## src/rtl/banco_pkg.sv

```systemverilog
// ---------------------------------------------------------------------------
// banco_pkg
// Shared definitions for the register-bank write arbiter.
//   ANCHO_DATO / ANCHO_DIR / NUM_REG : default bank geometry (8 x 16 bit)
//   id_sol_t                         : requester identity (A = ALU, B = load)
//   estado_buf_t                     : one-entry holding buffer state
// ---------------------------------------------------------------------------
package banco_pkg;

  localparam int ANCHO_DATO = 16;
  localparam int ANCHO_DIR  = 3;
  localparam int NUM_REG    = 8;

  typedef enum logic {
    ID_A = 1'b0,
    ID_B = 1'b1
  } id_sol_t;

  typedef enum logic {
    VACIO = 1'b0,
    LLENO = 1'b1
  } estado_buf_t;

  function automatic id_sol_t otro_lado(input id_sol_t id);
    return (id == ID_A) ? ID_B : ID_A;
  endfunction

endpackage

```

## src/rtl/buffer_solicitud.sv

```systemverilog
// ---------------------------------------------------------------------------
// buffer_solicitud
// One-entry holding buffer with a valid/ready handshake on the input side.
// The arbiter drains it through 'concedido'; a granted buffer may reload on
// the same edge, so a continuously valid requester sustains one write per
// cycle whenever it wins.
//
// Ports
//   reloj, reiniciar   clock, synchronous active-high reset
//   valido, listo      requester handshake (listo is 0 during reset)
//   dato, dir          requester payload, captured when valido && listo
//   concedido          arbiter takes the held entry this cycle
//   lleno              buffer holds an entry
//   dato_buf, dir_buf  held entry
//
// state | meaning
// ------+------------------------------------------------
// VACIO | no entry held, ready to accept
// LLENO | entry held, waiting for a grant from the arbiter
// ---------------------------------------------------------------------------
module buffer_solicitud
  import banco_pkg::*;
#(
  parameter int ANCHO_DATO = banco_pkg::ANCHO_DATO,
  parameter int ANCHO_DIR  = banco_pkg::ANCHO_DIR
) (
  input  logic                  reloj,
  input  logic                  reiniciar,
  input  logic                  valido,
  output logic                  listo,
  input  logic [ANCHO_DATO-1:0] dato,
  input  logic [ANCHO_DIR-1:0]  dir,
  input  logic                  concedido,
  output logic                  lleno,
  output logic [ANCHO_DATO-1:0] dato_buf,
  output logic [ANCHO_DIR-1:0]  dir_buf
);

  estado_buf_t           estado_q;
  estado_buf_t           estado_d;
  logic                  acepta;
  logic [ANCHO_DATO-1:0] dato_q;
  logic [ANCHO_DIR-1:0]  dir_q;

  // listo depends only on state, grant and reset: no valido -> listo path.
  always_comb begin
    listo    = ~reiniciar & ((estado_q == VACIO) | concedido);
    acepta   = valido & listo;
    estado_d = estado_q;
    case (estado_q)
      VACIO: if (acepta) estado_d = LLENO;
      LLENO: if (concedido && !acepta) estado_d = VACIO;
      default: estado_d = VACIO;
    endcase
  end

  always_ff @(posedge reloj) begin
    if (reiniciar) begin
      estado_q <= VACIO;
      dato_q   <= '0;
      dir_q    <= '0;
    end else begin
      estado_q <= estado_d;
      if (acepta) begin
        dato_q <= dato;
        dir_q  <= dir;
      end
    end
  end

  assign lleno    = (estado_q == LLENO);
  assign dato_buf = dato_q;
  assign dir_buf  = dir_q;

endmodule

```

## src/rtl/arbitro_escritura_banco.sv

```systemverilog
// ---------------------------------------------------------------------------
// arbitro_escritura_banco
// Shares the single write port of the 8x16-bit register bank between the
// ALU writeback (requester A) and the load writeback (requester B).
// Each requester feeds a one-entry buffer; a round-robin arbiter drains the
// buffers into registered bank-write outputs, and a per-register pending
// mask lets the decoder stall on reads of registers still in flight.
//
// Ports
//   Reloj, Reiniciar                 clock, synchronous active-high reset
//   SolA_Valido/Listo/Dato/Dir       requester A handshake and payload
//   SolB_Valido/Listo/Dato/Dir       requester B handshake and payload
//   Habilitar                        bank write enable (registered)
//   Tupla                            bank write data (registered)
//   DireccionEscritura               bank write address (registered)
//   Pendiente                        bit i: a write to register i not yet
//                                    in the bank
//
// Build option
//   ARB_R0_CERO_EN  register 0 is hard zero: a granted entry addressed to 0
//                   is dropped without raising Habilitar, and Pendiente[0]
//                   is constant 0. Undefined: address 0 is ordinary.
//
// NUM_REG must equal 2**ANCHO_DIR.
// ---------------------------------------------------------------------------
module arbitro_escritura_banco
  import banco_pkg::*;
#(
  parameter int ANCHO_DATO = banco_pkg::ANCHO_DATO,
  parameter int ANCHO_DIR  = banco_pkg::ANCHO_DIR,
  parameter int NUM_REG    = banco_pkg::NUM_REG
) (
  input  logic                  Reloj,
  input  logic                  Reiniciar,
  input  logic                  SolA_Valido,
  output logic                  SolA_Listo,
  input  logic [ANCHO_DATO-1:0] SolA_Dato,
  input  logic [ANCHO_DIR-1:0]  SolA_Dir,
  input  logic                  SolB_Valido,
  output logic                  SolB_Listo,
  input  logic [ANCHO_DATO-1:0] SolB_Dato,
  input  logic [ANCHO_DIR-1:0]  SolB_Dir,
  output logic                  Habilitar,
  output logic [ANCHO_DATO-1:0] Tupla,
  output logic [ANCHO_DIR-1:0]  DireccionEscritura,
  output logic [NUM_REG-1:0]    Pendiente
);

  logic                  lleno_a;
  logic                  lleno_b;
  logic [ANCHO_DATO-1:0] dato_a;
  logic [ANCHO_DATO-1:0] dato_b;
  logic [ANCHO_DIR-1:0]  dir_a;
  logic [ANCHO_DIR-1:0]  dir_b;

  logic                  hay_conc;
  logic                  contienda;
  id_sol_t               ganador;
  logic                  conc_a;
  logic                  conc_b;
  logic [ANCHO_DATO-1:0] dato_gan;
  logic [ANCHO_DIR-1:0]  dir_gan;
  logic                  escribe;
  id_sol_t               puntero_q;

  buffer_solicitud #(
    .ANCHO_DATO (ANCHO_DATO),
    .ANCHO_DIR  (ANCHO_DIR)
  ) u_buf_a (
    .reloj     (Reloj),
    .reiniciar (Reiniciar),
    .valido    (SolA_Valido),
    .listo     (SolA_Listo),
    .dato      (SolA_Dato),
    .dir       (SolA_Dir),
    .concedido (conc_a),
    .lleno     (lleno_a),
    .dato_buf  (dato_a),
    .dir_buf   (dir_a)
  );

  buffer_solicitud #(
    .ANCHO_DATO (ANCHO_DATO),
    .ANCHO_DIR  (ANCHO_DIR)
  ) u_buf_b (
    .reloj     (Reloj),
    .reiniciar (Reiniciar),
    .valido    (SolB_Valido),
    .listo     (SolB_Listo),
    .dato      (SolB_Dato),
    .dir       (SolB_Dir),
    .concedido (conc_b),
    .lleno     (lleno_b),
    .dato_buf  (dato_b),
    .dir_buf   (dir_b)
  );

  // Grant is a function of buffer state and pointer only, so the listo
  // outputs never see the requesters' valido.
  always_comb begin
    hay_conc  = lleno_a | lleno_b;
    contienda = lleno_a & lleno_b;
    if (contienda)    ganador = puntero_q;
    else if (lleno_a) ganador = ID_A;
    else              ganador = ID_B;
    conc_a   = hay_conc & (ganador == ID_A);
    conc_b   = hay_conc & (ganador == ID_B);
    dato_gan = (ganador == ID_A) ? dato_a : dato_b;
    dir_gan  = (ganador == ID_A) ? dir_a  : dir_b;
`ifdef ARB_R0_CERO_EN
    // Writes to the hard-zero register are consumed but never reach the bank.
    escribe  = hay_conc & (dir_gan != '0);
`else
    escribe  = hay_conc;
`endif
  end

  always_ff @(posedge Reloj) begin
    if (Reiniciar) begin
      Habilitar          <= 1'b0;
      Tupla              <= '0;
      DireccionEscritura <= '0;
      puntero_q          <= ID_A;
    end else begin
      Habilitar <= escribe;
      if (escribe) begin
        Tupla              <= dato_gan;
        DireccionEscritura <= dir_gan;
      end
      // Only a two-way contention moves the pointer, so a lone requester
      // never steals the other's next turn.
      if (contienda) puntero_q <= otro_lado(puntero_q);
    end
  end

  always_comb begin
    Pendiente = '0;
    for (int i = 0; i < NUM_REG; i++) begin
      if ((lleno_a   && (dir_a == ANCHO_DIR'(i))) ||
          (lleno_b   && (dir_b == ANCHO_DIR'(i))) ||
          (Habilitar && (DireccionEscritura == ANCHO_DIR'(i))))
        Pendiente[i] = 1'b1;
    end
`ifdef ARB_R0_CERO_EN
    Pendiente[0] = 1'b0;
`endif
  end

endmodule

```

## config.mk

```make
export PLATFORM = sky130hd
export DESIGN_NAME = arbitro_escritura_banco
export DESIGN_NICKNAME = d
export VERILOG_FILES = /design/src/rtl/banco_pkg.sv /design/src/rtl/buffer_solicitud.sv /design/src/rtl/arbitro_escritura_banco.sv
export SDC_FILE = /design/constraint.sdc
export NUM_CORES = 1
export LEC_CHECK = 0
export ABC_AREA = 1
export CAP_MARGIN = 10
export CORE_MARGIN = 2
export CORE_UTILIZATION = 55
export CTS_BUF_LIST = sky130_fd_sc_hd__clkbuf_8
export DETAILED_ROUTE_END_ITERATION = 10
export HOLD_SLACK_MARGIN = 0.08
export PLACE_DENSITY_LB_ADDON = 0.08
export SYNTH_ARGS = -nofsm -noshare
export SYNTH_HDL_FRONTEND = slang
export SYNTH_SLANG_ARGS = --single-unit
```

## constraint.sdc

```tcl
create_clock -name Reloj -period 1.9 [get_ports Reloj]
set_input_delay 0.475 -clock Reloj [delete_from_list [all_inputs] [get_ports Reloj]]
set_output_delay 0.475 -clock Reloj [all_outputs]
set_load 0.01 [all_outputs]
```

==> flow_summary.toml <==
[yosys]
synthMuxAreaShare_pct = 0
ys_seq_area_share_pct = 41.5
syn_area_um2 = 2940
synthAdderAreaFrac_pct = 0
synth_top_family_by_area = "simple AND/OR/NAND/NOR gates"
yosys_warnings = 0
yosysMostFrequentCell = "nand2_1"
synth.distinct_cells = 22
syn_nets = 487
synthCells = 445
synth_compound_area_share_pct = 6.43
ys_seq_elements = 61
synth_edf_count = 0
synth.top_cell.area_share_pct = 41.5
synth_simple_gate_area_share_pct = 38.1
ys.flop_type = "dfxtp_1"
synthArstFlopShare_pct = 0
synthTopCellsByArea = "dfxtp_1 (42%), nand2_1 (19%), inv_1 (8.9%)"
yosys.area_share.xor_xnor_pct = 0
yosysTopAreaCell = "dfxtp_1"
syn_avg_cell_area_um2 = 6.60
synth_commonest_cells = "nand2_1 (145), inv_1 (70), dfxtp_1 (61), nor2_1 (52), nand3_1 (25)"

[clocking]
cts.clk_slew.worst_paths_ps = 60
cts_tree = "done"
cts_max_level = 3
clk_latency_ps = 350
clock_path_buffers = 2
clock_sinks = 61
cts-root-buf = "clkbuf_8"
cts_buffers = 9

[setup_path]
ff2ff_path_depth = 9
crit_top_cell = "nand2_4"
crit_cells = 8
r2r-end = "Tupla[6]$_SDFFE_PP0N_"
reg2reg_from = "u_buf_b.lleno$_SDFF_PP0_"
critPathMaxFanout = 5
crit_family = "buffers and inverters"
path_cells = "buf_4 -> buf_12 -> nand2_8 -> nand2_4 -> nand2_4 -> nand2_2 -> inv_2 -> buf_6"
cp_num_buf_inv = 4
arrival_ps = 1360
required_ps = 1420
reg2reg_slack_ps = 330
crit_path_end_kind = "output port"
crit_type = "reg -> out"
setup.worst_path.start_class = "flip-flop"
cpPeakStageDelay_ps = 350
cp_slowest_cell = "dfxtp_4"

[pwr]
power_leakage_uw = 0.00188
pwr_density_cell_nw_per_um2 = 758
total_power_uw = 3030
vdd_drop_max_v = 0.000553

[sta]
tightest_slew_ps = 384
drv_slew = 0
slew_headroom_pct = 74.4
finalHoldViolCount = 0
setup_viol = 0
rsz0062_at_grt = "false"
fin_crit_ps = 1830
max_freq_mhz = 546
period_share_pct = 96.3
final.setup.worst_slack_ps = 69.4
clock_skew_ps = 8.10

[min_path]
whs_path_depth = 2
hold_path_class = "reg -> reg"
min_from = "u_buf_b.dato_buf[7]$_SDFFE_PP0P_"
min_to = "u_buf_b.dato_buf[7]$_SDFFE_PP0P_"

[final_layout]
n_antenna_cell = 0
stdcell_count = 598
layout.nets = 565
fin_area_um2 = 3990
drive_above_1_share_pct = 11.9
area_growth_pct = 35.9
final_core_utilization_pct = 77.7

[place]
dpl.cell_count = 581
pre_cts_slack_ps = -338
port_buffers = 71
post_dp_cell_area_um2 = 3760
dp_hpwl_um = 5220
gp_congestion = 0.834

[route]
wl_um = 7660
vias_per_cell = 5.02
antenna_left = 0
drt-pass1-iter-count = 5
routed-via-count = 3002
routed_wire_length_per_instance_um = 12.8
drt_iter0_markers = 169
dr_wl_met2_um = 4060
drc = 0
drt-met1-wl_um = 3100
met3_length_um = 385
topRoutingLayerUsed = "met4"

[global_routing]
grt_pass1_vias = 2896
overflow = 0
grt_max_degree = 38
grt_pass1_wl_um = 12900
grtUsageTotal_pct = 27.5
antenna_found_initial = 0

[die]
io-pin-count = 72
start_util_pct = 57.2
die_h_um = 77.1
placementRows = 26
die-area_um2 = 5940
dieWidth_um = 77.1
coreArea_um2 = 5140

[run]
maxCapViolations = 0

[outcome]
outcome = "completed"
## cell families after synthesis
kind of cell,Yosys count
and+or+nand+nor,253
DFF,61
buffers and inverters,94
AOI/OAI and AO/OA,37
## metal layers
layer | vias up | GRT usage [%]
met3 | 15 | 7.53
met2 | 81 | 51.3
li1 | 1532 | -
met1 | 1374 | 30.7
met4 | 0 | 6.96
met5 | - | 0
## area by class of cell
cell class                      count  area [um2]
Multi-Input combinational cell    290        1350
Clock inverter                      6        40.0
Tap cell                           70        87.6
Fill cell                         408        1150
Sequential cell                    61        1240
Inverter                           72         270
Timing Repair Buffer               89         873
Clock buffer                       10         138
## through the flow
| stage | setup TNS, ps | hold slack [ps] |
|---|---|---|
| 2_1_floorplan | 0 | 444 |
| 3_3_place_gp | -1200 | 455 |
| 3_5_place_dp | -1880 | 463 |
| 4_1_cts | -170 | 474 |
| 5_1_grt | 0 | 511 |
| 6_report | 0 | 469 |
## report_power, final
part           total (uW)  internal (uW)  switching [uW]
logic                 557            261             296
clock network        1040            503             538
registers            1430           1370            54.8
total                3030           2140             888
## what timing repair did
item | 4_1_cts | 5_1_grt
pin swaps | 0 | 0
buffers inserted | 1 | 0
gates cloned | 0 | 0
hold buffers | 0 | 0
gates resized for setup | 33 | 8
endpoints found under the setup margin | 10 | 6
hold endpoints to repair | 0 | 0
## cells in the final DEF, fill, tap and decap left out, types with 2 or more instances in the layout
cell / count
dfxtp_2: 10
nand2_4: 2
nor2_4: 3
nor2_1: 47
o21ai_0: 21
nand2_1: 144
buf_12: 3
nand3_1: 25
inv_2: 3
clkdlybuf4s50_1: 60
clkbuf_8: 10
inv_1: 70
nor2_2: 2
a21oi_1: 7
buf_4: 15
dfxtp_1: 50
dlygate4sd2_1: 7
nand4_1: 23
clkinvlp_4: 3
o21ai_1: 7
nor2_8: 2
nand3_2: 2
## sequential cells by signal, indices dropped and copies added (netlist names), 3 cells and up
name,flops
Tupla,16
u_buf_b.dato_buf,16
u_buf_a.dir_buf,3
DireccionEscritura,3
u_buf_a.dato_buf,16
u_buf_b.dir_buf,3
## worst register-to-register path, cell delays in order (launching register included)
cell and delay, ps:
dfxtp_4 360, buf_4 120, buf_12 120, nand2_8 70, nand2_4 80, buf_4 240, inv_2 110, nor2_8 220
nand2_1 120, nand2_1 80
## worst max-delay path by stage
stage | start | endpoint
2_1_floorplan | Reiniciar | SolA_Listo
3_3_place_gp | Reiniciar | SolB_Listo
3_5_place_dp | Reiniciar | SolB_Listo
4_1_cts | Habilitar$_SDFF_PP0_ | Pendiente[1]
5_1_grt | u_buf_a.dir_buf[1]$_SDFFE_PP0P_ | Pendiente[6]
6_report | u_buf_b.lleno$_SDFF_PP0_ | SolA_Listo
(Power assumes the default switching activity.)
